===== config.mk =====
export PLATFORM = sky130hd
export DESIGN_NAME = exu_ldst_resp
export DESIGN_NICKNAME = d
export VERILOG_FILES = /design/src/rtl/exu_ldst_resp_pkg.sv /design/src/rtl/exu_ldst_resp_align.sv /design/src/rtl/exu_ldst_resp.sv
export SDC_FILE = /design/constraint.sdc
export NUM_CORES = 1
export LEC_CHECK = 0
export ABC_AREA = 1
export CAP_MARGIN = 20
export CORE_ASPECT_RATIO = 1.1
export CORE_MARGIN = 2
export CORE_UTILIZATION = 42
export CTS_CLUSTER_SIZE = 16
export DETAILED_ROUTE_END_ITERATION = 12
export PLACE_DENSITY = 0.83
export SETUP_SLACK_MARGIN = 0.1
export SYNTH_ARGS = -nofsm -noshare
export SYNTH_HDL_FRONTEND = slang
export SYNTH_HIERARCHICAL = 1
export SYNTH_SLANG_ARGS = --single-unit

===== constraint.sdc =====
create_clock -name clk -period 1.3 [get_ports clk]
set_clock_uncertainty 0.1 [all_clocks]
set_input_delay 0.195 -clock clk [delete_from_list [all_inputs] [get_ports clk]]
set_output_delay 0.195 -clock clk [all_outputs]
set_load 0.01 [all_outputs]

===== src/rtl/exu_ldst_resp_pkg.sv =====
// Shared definitions for the EXU load/store responder: funct3 encodings, FSM states, request checks.
package exu_ldst_resp_pkg;

  localparam int STRB_W = 4;

  localparam logic [2:0] LSU_B  = 3'b000;
  localparam logic [2:0] LSU_H  = 3'b001;
  localparam logic [2:0] LSU_W  = 3'b010;
  localparam logic [2:0] LSU_BU = 3'b100;
  localparam logic [2:0] LSU_HU = 3'b101;

  typedef enum logic [1:0] {
    ST_IDLE  = 2'd0,
    ST_MREQ  = 2'd1,
    ST_MWAIT = 2'd2,
    ST_RSP   = 2'd3
  } state_t;

  // 1 when the request must be answered with an error instead of a memory access.
  function automatic logic req_bad(input logic [2:0] f3, input logic store, input logic [1:0] off);
    logic bad;
    bad = 1'b0;
    case (f3)
      LSU_B:   bad = 1'b0;
      LSU_H:   bad = off[0];
      LSU_W:   bad = |off;
      LSU_BU:  bad = store;
      LSU_HU:  bad = store | off[0];
      default: bad = 1'b1;
    endcase
    return bad;
  endfunction

endpackage


===== src/rtl/exu_ldst_resp_align.sv =====
// Combinational lane logic: store strobes/data replication and load shift plus extension.
module exu_ldst_resp_align
  import exu_ldst_resp_pkg::*;
(
  input  logic [2:0]        funct3_i,
  input  logic [1:0]        off_i,
  input  logic [31:0]       wdata_i,
  input  logic [31:0]       rdata_i,
  output logic [STRB_W-1:0] wstrb_o,
  output logic [31:0]       wdata_o,
  output logic [31:0]       rdata_o
);

  logic [31:0] shifted;

  always_comb begin
    wstrb_o = '0;
    wdata_o = '0;
    rdata_o = '0;
    shifted = rdata_i >> {off_i, 3'b000};
    case (funct3_i)
      LSU_B, LSU_BU: begin
        wstrb_o = 4'b0001 << off_i;
        wdata_o = {4{wdata_i[7:0]}};
      end
      LSU_H, LSU_HU: begin
        wstrb_o = 4'b0011 << off_i;
        wdata_o = {2{wdata_i[15:0]}};
      end
      LSU_W: begin
        wstrb_o = 4'b1111;
        wdata_o = wdata_i;
      end
      default: ;
    endcase
    case (funct3_i)
      LSU_B:   rdata_o = {{24{shifted[7]}}, shifted[7:0]};
      LSU_BU:  rdata_o = {24'h0, shifted[7:0]};
      LSU_H:   rdata_o = {{16{shifted[15]}}, shifted[15:0]};
      LSU_HU:  rdata_o = {16'h0, shifted[15:0]};
      LSU_W:   rdata_o = shifted;
      default: rdata_o = '0;
    endcase
  end

endmodule


===== src/rtl/exu_ldst_resp.sv =====
// Single-outstanding RV32I load/store responder driving a word-wide memory port.
// Misaligned/illegal requests answer with an error the cycle after accept, with no memory access.
module exu_ldst_resp
  import exu_ldst_resp_pkg::*;
#(
  parameter int AW = 32,
  parameter int DW = 32
) (
  input  logic              clk,
  input  logic              rst,
  input  logic              req_vld,
  output logic              req_rdy,
  input  logic [AW-1:0]     req_addr,
  input  logic              req_store,
  input  logic [2:0]        req_funct3,
  input  logic [DW-1:0]     req_wdata,
  output logic              rsp_vld,
  input  logic              rsp_rdy,
  output logic [DW-1:0]     rsp_rdata,
  output logic              rsp_err,
  output logic              mem_req_vld,
  input  logic              mem_req_rdy,
  output logic [AW-1:0]     mem_addr,
  output logic              mem_wen,
  output logic [STRB_W-1:0] mem_wstrb,
  output logic [DW-1:0]     mem_wdata,
  input  logic              mem_rsp_vld,
  input  logic [DW-1:0]     mem_rdata
);

  state_t            state_q, state_d;
  logic [AW-1:0]     addr_q, addr_d;
  logic              store_q, store_d;
  logic [2:0]        funct3_q, funct3_d;
  logic [DW-1:0]     wdata_q, wdata_d;
  logic [DW-1:0]     rdata_q, rdata_d;
  logic              err_q, err_d;

  logic [STRB_W-1:0] al_wstrb;
  logic [DW-1:0]     al_wdata;
  logic [DW-1:0]     al_rdata;

  exu_ldst_resp_align u_align (
    .funct3_i (funct3_q),
    .off_i    (addr_q[1:0]),
    .wdata_i  (wdata_q),
    .rdata_i  (mem_rdata),
    .wstrb_o  (al_wstrb),
    .wdata_o  (al_wdata),
    .rdata_o  (al_rdata)
  );

  always_ff @(posedge clk) begin
    if (rst) begin
      state_q  <= ST_IDLE;
      addr_q   <= '0;
      store_q  <= 1'b0;
      funct3_q <= '0;
      wdata_q  <= '0;
      rdata_q  <= '0;
      err_q    <= 1'b0;
    end else begin
      state_q  <= state_d;
      addr_q   <= addr_d;
      store_q  <= store_d;
      funct3_q <= funct3_d;
      wdata_q  <= wdata_d;
      rdata_q  <= rdata_d;
      err_q    <= err_d;
    end
  end

  always_comb begin
    state_d  = state_q;
    addr_d   = addr_q;
    store_d  = store_q;
    funct3_d = funct3_q;
    wdata_d  = wdata_q;
    rdata_d  = rdata_q;
    err_d    = err_q;
    case (state_q)
      ST_IDLE: if (req_vld) begin
        addr_d   = req_addr;
        store_d  = req_store;
        funct3_d = req_funct3;
        wdata_d  = req_wdata;
        rdata_d  = '0;
        err_d    = req_bad(req_funct3, req_store, req_addr[1:0]);
        state_d  = err_d ? ST_RSP : ST_MREQ;
      end
      ST_MREQ:  if (mem_req_rdy) state_d = ST_MWAIT;
      ST_MWAIT: if (mem_rsp_vld) begin
        rdata_d = store_q ? '0 : al_rdata;
        state_d = ST_RSP;
      end
      ST_RSP:   if (rsp_rdy) state_d = ST_IDLE;
      default:  state_d = ST_IDLE;
    endcase
  end

  // Memory and response outputs are forced to zero outside their owning state.
  always_comb begin
    req_rdy     = (state_q == ST_IDLE);
    mem_req_vld = 1'b0;
    mem_addr    = '0;
    mem_wen     = 1'b0;
    mem_wstrb   = '0;
    mem_wdata   = '0;
    rsp_vld     = 1'b0;
    rsp_rdata   = '0;
    rsp_err     = 1'b0;
    if (state_q == ST_MREQ) begin
      mem_req_vld = 1'b1;
      mem_addr    = {addr_q[AW-1:2], 2'b00};
      mem_wen     = store_q;
      mem_wstrb   = al_wstrb;
      mem_wdata   = al_wdata;
    end
    if (state_q == ST_RSP) begin
      rsp_vld   = 1'b1;
      rsp_rdata = rdata_q;
      rsp_err   = err_q;
    end
  end

endmodule


Word level (Yosys, flattened, before mapping)

Index checks and enable logic that the tools add are counted.

Flip-flop bits (word level): 103
Logic and storage cells: 60
Input port bits: 106
Output and inout bits: 105

Bitwise gates (word level): 1
Equal/unequal tests: 15
Muxes and demuxes: 24
Reductions and logical operators: 10
Shift-type cells: 3

Operators with widths:

| cell                                             | count |
|---|---|
| 2-to-1 mux 32 bit                                | 6 |
| case mux 32 bit (5 select lines)                 | 1 |
| case mux 32 bit (3 select lines)                 | 1 |
| case mux 32 bit (2 select lines)                 | 1 |
| right shift 32 x 5 -> 32 bit                     | 1 |
| == test 3 bit (second input constant)            | 4 |
| case mux 4 bit (3 select lines)                  | 1 |
| 2-to-1 mux 2 bit                                 | 5 |
| != test 2 bit (second input constant)            | 4 |
| case mux 2 bit (4 select lines)                  | 1 |
| == test 3 x 1 -> 1 bit (second input constant)   | 2 |
| == test 3 x 2 -> 1 bit (second input constant)   | 2 |
| zero test 3 bit                                  | 2 |
| 2-to-1 mux 1 bit                                 | 6 |
| OR reduction 2 bit                               | 3 |
| case mux 1 bit (5 select lines)                  | 1 |
| == test 2 bit (second input constant)            | 2 |
| 2-to-1 mux 4 bit                                 | 1 |
| AND reduction 4 bit                              | 1 |
| << shifter 1 x 2 -> 4 bit (first input constant) | 1 |
| << shifter 2 x 2 -> 4 bit (first input constant) | 1 |
| AND reduction 3 bit                              | 1 |
| == test 2 x 1 -> 1 bit (second input constant)   | 1 |
| zero test 2 bit                                  | 1 |
| other kinds (3)                                  | 3 |

Logic depth before layout (Yosys ltp)

Gate-level depths: netlist of run 1.

Depth in word-level cells: 7
Gate-level depth with buffers: 10
Depth with buffers taken out: 9

Modules after synthesis

Netlist of run 1, hierarchy kept.

Modules (own cells, without submodules):

| module              | area an instance (sq um) | cells each | seq. area each (sq um) | times used |
|---|---|---|---|---|
| exu_ldst_resp       | 4868.4                   | 764        | 2062.0                 | 1 |
| exu_ldst_resp_align | 1271.2                   | 292        | 0.0                    | 1 |

Worst setup path after synthesis of run 1

Ideal clock, no wire load.

Path type: reg-to-output
Start point: register state_q[1]
End point: output port mem_wdata[10]
Path buffers: 3
Stages on the path, launching flop included: 8
Required time: 1.005 ns
Path slack: -0.282 ns
Arrival time: 1.287 ns
Cells stage by stage: dfxtp_1 > inv_1 > ha_1 > clkbuf_1 > buf_2 > buf_2 > nand2_1 > inv_1

Cells in the longest elaborated chain, start to end: 2

Ends and longest elaborated chain:

| what                   | RTL line             | text |
|---|---|---|
| start, declared        | exu_ldst_resp.sv:31  | `state_t state_q, state_d;` |
| start signal, assigned | exu_ldst_resp.sv:63  | `state_q <= state_d;` |
| == test 2 x 1 -> 1 bit | exu_ldst_resp.sv:112 | `if (state_q == ST_MREQ) begin` |
| 2-to-1 mux 32 bit      | exu_ldst_resp.sv:112 |  |
| end, declared          | exu_ldst_resp.sv:26  | `output logic [DW-1:0] mem_wdata,` |

No other way between the ends.

Final worst setup path of run 1

Start point: register funct3_q[1]
End point: output port mem_wstrb[2]

Cells in the longest elaborated chain, start to end: 4
Elaborated cells between the ends (all ways): 9
Classes of those cells: eq/ne (4); mux (2); reduce/logical (3)

Ends and longest elaborated chain:

| what                                           | RTL line                  | text |
|---|---|---|
| start, declared                                | exu_ldst_resp.sv:34       | `logic [2:0] funct3_q, funct3_d;` |
| start signal, assigned                         | exu_ldst_resp.sv:66       | `funct3_q <= funct3_d;` |
| == test 3 x 1 -> 1 bit (tied with other cells) | exu_ldst_resp_align.sv:21 | `case (funct3_i)` |
| OR reduction 2 bit                             | exu_ldst_resp_align.sv:21 |  |
| case mux 4 bit (3 select lines) (*)            | exu_ldst_resp_align.sv:21 |  |
| via al_wstrb[2]                                | exu_ldst_resp.sv:39       | `logic [STRB_W-1:0] al_wstrb;` |
| 2-to-1 mux 4 bit (*)                           | exu_ldst_resp.sv:112      |  |
| end, declared                                  | exu_ldst_resp.sv:25       | `output logic [STRB_W-1:0] mem_wstrb,` |

Mark *: on every way through the listed nets, which the timed path passes. The rest lies on a longest branch.

==> results of run 1 <==
## worst paths after layout
check / from / end / slack (ns) / cells after the start
max: funct3_q[1] / mem_wstrb[2] / -0.68 / 9
min: req_wdata[23] / wdata_q[23] / 0.33 / 3
max reg2reg: funct3_q[1] / rdata_q[27] / -0.58 / 12
min reg2reg: rdata_q[26] / rdata_q[26] / 0.39 / 2
## cell families after synthesis
family,synth area share [%]
AND/OR/NAND/NOR,37.07
buffers and inverters,17.14
AO/OA/AOI/OAI,11.13
flip-flops,33.58
adder cells (fa/ha/maj),1.019
other,0.06108
## flip-flops by register name, indices dropped and copies added (netlist names)
register	count
addr_q	32
rdata_q	32
wdata_q	32
funct3_q	3
state_q	2
err_q	1
store_q	1
## timing repair
item	CTS	global route
hold buffers	0	0
setup buffers	47	12
gates resized for setup	764	336
gates cloned	23	10
endpoints found under the hold margin	0	0
setup endpoints to repair	206	206
pin swaps	46	58
## report_power, final
part / switching (mW) / leakage [nW] / internal [mW] / total (mW)
registers: 1.36 / 0.855 / 4.26 / 5.62
logic: 10.1 / 5.46 / 8.95 / 19.1
clock network: 1.51 / 0.160 / 1.61 / 3.11
## synthesized netlist by cell type
| cell type | n |
|---|---|
| nor2_1 | 253 |
| nand3_1 | 43 |
| a21oi_1 | 12 |
| o211ai_1 | 1 |
| o21ai_0 | 101 |
| o21ai_1 | 22 |
| inv_1 | 162 |
| conb_1 | 1 |
| nand2_4 | 1 |
| nand2_2 | 5 |
| nor2_2 | 1 |
| nor2_4 | 2 |
| dfxtp_1 | 103 |
| inv_2 | 6 |
| clkbuf_1 | 15 |
| nand3_4 | 1 |
| clkbuf_2 | 4 |
| nand3_2 | 2 |
| clkinv_2 | 1 |
| buf_1 | 1 |
| buf_2 | 20 |
| buf_6 | 11 |
| buf_4 | 14 |
| ha_1 | 5 |
| clkinv_1 | 2 |
| nand2_1 | 267 |
## area by class of cell
| cell class | count | share of cell area, % |
|---|---|---|
| Multi-Input combinational cell | 718 | 37.30 |
| Timing Repair Buffer | 347 | 35.00 |
| Sequential cell | 103 | 16.86 |
| Inverter | 171 | 5.692 |
| Tap cell | 192 | 1.945 |
| Clock buffer | 10 | 1.935 |
| Clock inverter | 6 | 0.6989 |
| Timing Repair inverter | 5 | 0.5571 |
## metal layers
metal,wire length (um),track usage (%)
met2,16500,59.74
met3,3272,6.944
met5,0,0
met4,2962,18.21
met1,11140,33.25
## critical path, stage by stage, from the launching register on
cell and delay [ns]:
dfxtp_4 0.37, inv_2 0.11, buf_4 0.15, nand2_1 0.07
o21ai_0 0.17, nand2_1 0.15, nand2_1 0.09, nand2_2 0.06
inv_2 0.05, buf_6 0.09
## per-stage QoR
stage                     hold WS [ns]  cell area, um2
after floorplan                 0.2361            6525
after global placement          0.3615            8921
after detailed placement        0.3719            8921
after CTS                       0.3202           11000
after global routing            0.3396           12350
final                           0.3323           12350
==> run metrics, run 1 <==
failing checks=setup timing; nets=1466; fraction of layout cells with a size suffix above 1=51.69%; CP required=1.00 ns; fmax=slightly above 500 MHz; final setup fails=about 210; number of diodes=0; CTS Root Cell=clkbuf_16; Starting Density=42.84%; WL/cell=21.82 um; cell count after synthesis=1056; DP HPWL=13.83 mm; Via density=approximately 5.8; Tcrit/Tclk final=152.2%; Worst-path clk slew=around 0.09 ns; pin count of the biggest net entering global routing=41; RD Place Congestion=0.9363; CTS sink cnt=103; initial antenna violation count=0; Non-Filler Instances=1552; TritonCTS Buffers=9; Netlist Area Pre-Place=6140 um2; area of the multi-input gates=around 4600 um2; Reg area=roughly 2100 um2; number of fill cells=between 500 and 600; area delta synth->final=101.2%; leakage=6.475 nW; # DRC=0; Placed Cells=approximately 1500; DP Worst Slack=-0.5742 ns; vias in the first global route=7821; drt first pass iters=7; # port buffers=approximately 210; total design power=27.82 mW; crit path capture type=primary output; Synth top area share=33.58%; FP Rows=46; status=complete, but fails checks; commonest non-fill, non-tap cell in the layout=nor2_1; clk buf depth=2; CP arrival=1.68 ns; die area=15600 um2; final antenna-violating net count=0; first-pass GRT wire length=39.10 mm; core box area=14330 um2; count of cell types in the netlist=26; max-cap violations=0; Power Dens Cells=2252 nW/um2; Slew Viols, Final=0; DRT Wirelength=around 34 mm; worst hold path class=input port to register; Seq cells post-synth=between 100 and 150; synth warn=6; chip width=119.3 um; Final Util=between 80% and 90%; Worst setup SP type=register; CTS tree=yes; most frequent cells in the layout=150 x nor2_1, 146 x nand2_1, 140 x buf_6; Skew-Pair Late Insertion Delay=between 0.3 and 0.4 ns; gr usage total=31.92%; I/O pins=211; RSZ-0062 raised after global routing=yes; Syn Area/Cell=5.814 um2; Initial DRC Count=987; largest cells by area after synthesis=dfxtp_1 34%, nand2_1 16%, nor2_1 15%; critical setup path kind=register to primary output; Fin. Hold Viols=0; fin crit period=1.979 ns; setup ws final=-0.6792 ns; Peak VDD IR=between 0.001 and 0.0015 V; H-tree depth=3; Seq/Total Area, Yosys=33.58%; grt ovf=0; Setup TNS=-93.50 ns; worst-path maximum fanout=3; Via Count=8927; Synth area leader=dfxtp_1; chip height=130.8 um
No activity file was read; power rests on OpenSTA's default activity.
==> run 2: changes to the inputs <==
--- a/config.mk
+++ b/config.mk
@@ -12,8 +12,10 @@
 export CORE_UTILIZATION = 42
 export CTS_CLUSTER_SIZE = 16
 export DETAILED_ROUTE_END_ITERATION = 12
+export GPL_TIMING_DRIVEN = 0
 export PLACE_DENSITY = 0.83
 export SETUP_SLACK_MARGIN = 0.1
+export SKIP_CTS_REPAIR_TIMING = 1
 export SYNTH_ARGS = -nofsm -noshare
 export SYNTH_HDL_FRONTEND = slang
 export SYNTH_HIERARCHICAL = 1
==> run 2 against run 1 <==
Compared with the run above:
- the flow still finishes with violations (setup timing)
- routed wire length shrank 19%
- sequential power decreased by 1%
- die area did not move
- highest routed layer unchanged
- non-clock buffer count down 5
- flip-flop and latch count stayed put
- utilization fell by 7.0 points
- critical endpoint is now mem_addr[29]
- design area shrank 8.2%
- fmax decreased by 4.2%
- via count decreased by 9.4%
- critical path depth unchanged
- largest power group unchanged
==> run metrics, run 2 (same netlist as run 1, synthesis figures left out) <==
Via Count=8092; TritonCTS Buffers=9; final antenna-violating net count=0; Fin. Hold Viols=0; crit path capture type=primary output; vias in the first global route=6339; core box area=roughly 14000 um2; Peak VDD IR=0.001061 V; worst slew pin tran=0.7306 ns; final setup fails=206; DP HPWL=around 15 mm; max-cap violations=0; CP arrival=1.77 ns; worst hold path class=input port to register; fraction of layout cells with a size suffix above 1=41.64%; Min Hold Slack=about 0.3 ns; # port buffers=around 210; die area=roughly 16000 um2; CTS sink cnt=103; first-pass GRT wire length=30.41 mm; critical setup path kind=register to primary output; gr usage total=24.44%; initial antenna violation count=0; RD Place Congestion=0.9425; DRT Wirelength=roughly 28 mm; Power Dens Cells=2179 nW/um2; CP required=1.00 ns; H-tree depth=3; Initial DRC Count=609; chip height=130.8 um; number of diodes=0; Final Cell Area=11350 um2; pin count of the biggest net entering global routing=23; total design power=24.73 mW; Worst slew margin=51.29%; CTS Root Cell=clkbuf_16; worst-path maximum fanout=9; Slew Viols, Final=0; FP Rows=46; grt ovf=0; leakage=6.044 nW; RSZ-0062 raised after global routing=yes; setup ws final=-0.7659 ns; Post-DP Area=8847 um2; most frequent cells in the layout=187 x nor2_1, 180 x nand2_1, 105 x clkdlybuf4s50_1; Worst setup SP type=register; I/O pins=approximately 210; commonest non-fill, non-tap cell in the layout=nor2_1; area delta synth->final=84.80%; # DRC=0; CTS tree=yes; Starting Density=42.84%; Top Registers=addr_q: 32 flops, rdata_q: 32 flops, wdata_q: 32 flops; Via density=5.241; fin crit period=2.066 ns; chip width=119.3 um; fmax=484.1 MHz; nets=1458; failing checks=setup timing; WL/cell=about 18 um; clk buf depth=2; Worst-path clk slew=roughly 0.090 ns; Skew-Pair Late Insertion Delay=0.36 ns; drt first pass iters=5; status=complete, but fails checks; number of fill cells=884; Tcrit/Tclk final=158.9%
run 2: cell types whose count changed in the layout (fill, tap and decap cells not counted), moves of 23 or more:
cell      delta
buf_6       -44
clkbuf_2    +23
inv_2       -23
nand2_1     +34
nor2_1      +37
nor2_2      -34
o21ai_0     +23
run 2: per-layer routing:
| layer | vias up | track usage (%) | wire (um) |
|---|---|---|---|
| li1 | 3732 | - | - |
| met1 | 3691 | 28.42 | 9312 |
| met2 | 505 | 44.52 | 14130 |
| met3 | 164 | 5.252 | 2343 |
| met4 | 0 | 8.824 | 1733 |
| met5 | - | 0 | 0 |
run 2: final timing paths:
check	slack, ns	depth (start not counted)	start	end
min reg2reg	0.39	2	addr_q[3]	addr_q[3]
min	0.29	3	req_funct3[1]	funct3_q[1]
max	-0.77	9	state_q[1]	mem_addr[29]
max reg2reg	-0.57	10	state_q[1]	wdata_q[11]
run 2: power by group:
group          leakage (nW)  switching [mW]  internal, mW
Combinational          5.03            8.36          7.88
Clock                 0.155            1.54          1.41
Sequential            0.855            1.27          4.26
Total                  6.04            11.2          13.6
run 2: metrics by stage:
step / util (%) / instances / setup WS (ns) / TNS, ns
global route: 79.17 / 1544 / -0.7940 / -123.57
CTS: 63.94 / 1473 / -1.216 / -115.59
finish: 79.17 / 1544 / -0.7659 / -114.20
detailed placement: 61.73 / 1457 / -0.8082 / -92.94
global placement: 61.73 / 1457 / -0.8038 / -89.10
floorplan: - / 1057 / -0.09588 / -5.207
run 2: area by class of cell:
class | count | area [um2] | area share (%)
clock buffers | 9 | 225.2 | 1.985
well taps | 192 | 240.2 | 2.117
inverters | 171 | 701.9 | 6.187
repair buffers | 277 | 3034 | 26.74
multi-input cells | 718 | 4144 | 36.52
clock inverters | 7 | 91.34 | 0.8050
repair inverters | 2 | 17.52 | 0.1544
plain buffers | 65 | 805.8 | 7.102
flip-flops and latches | 103 | 2086 | 18.38
run 2: worst max-delay path: stages, from the launching register on:
cell	delay (ns)
dfxtp_4	0.37
buf_6	0.12
inv_6	0.05
ha_4	0.15
buf_12	0.14
buf_4	0.15
clkbuf_16	0.15
nand2_1	0.06
inv_1	0.06
clkbuf_2	0.14
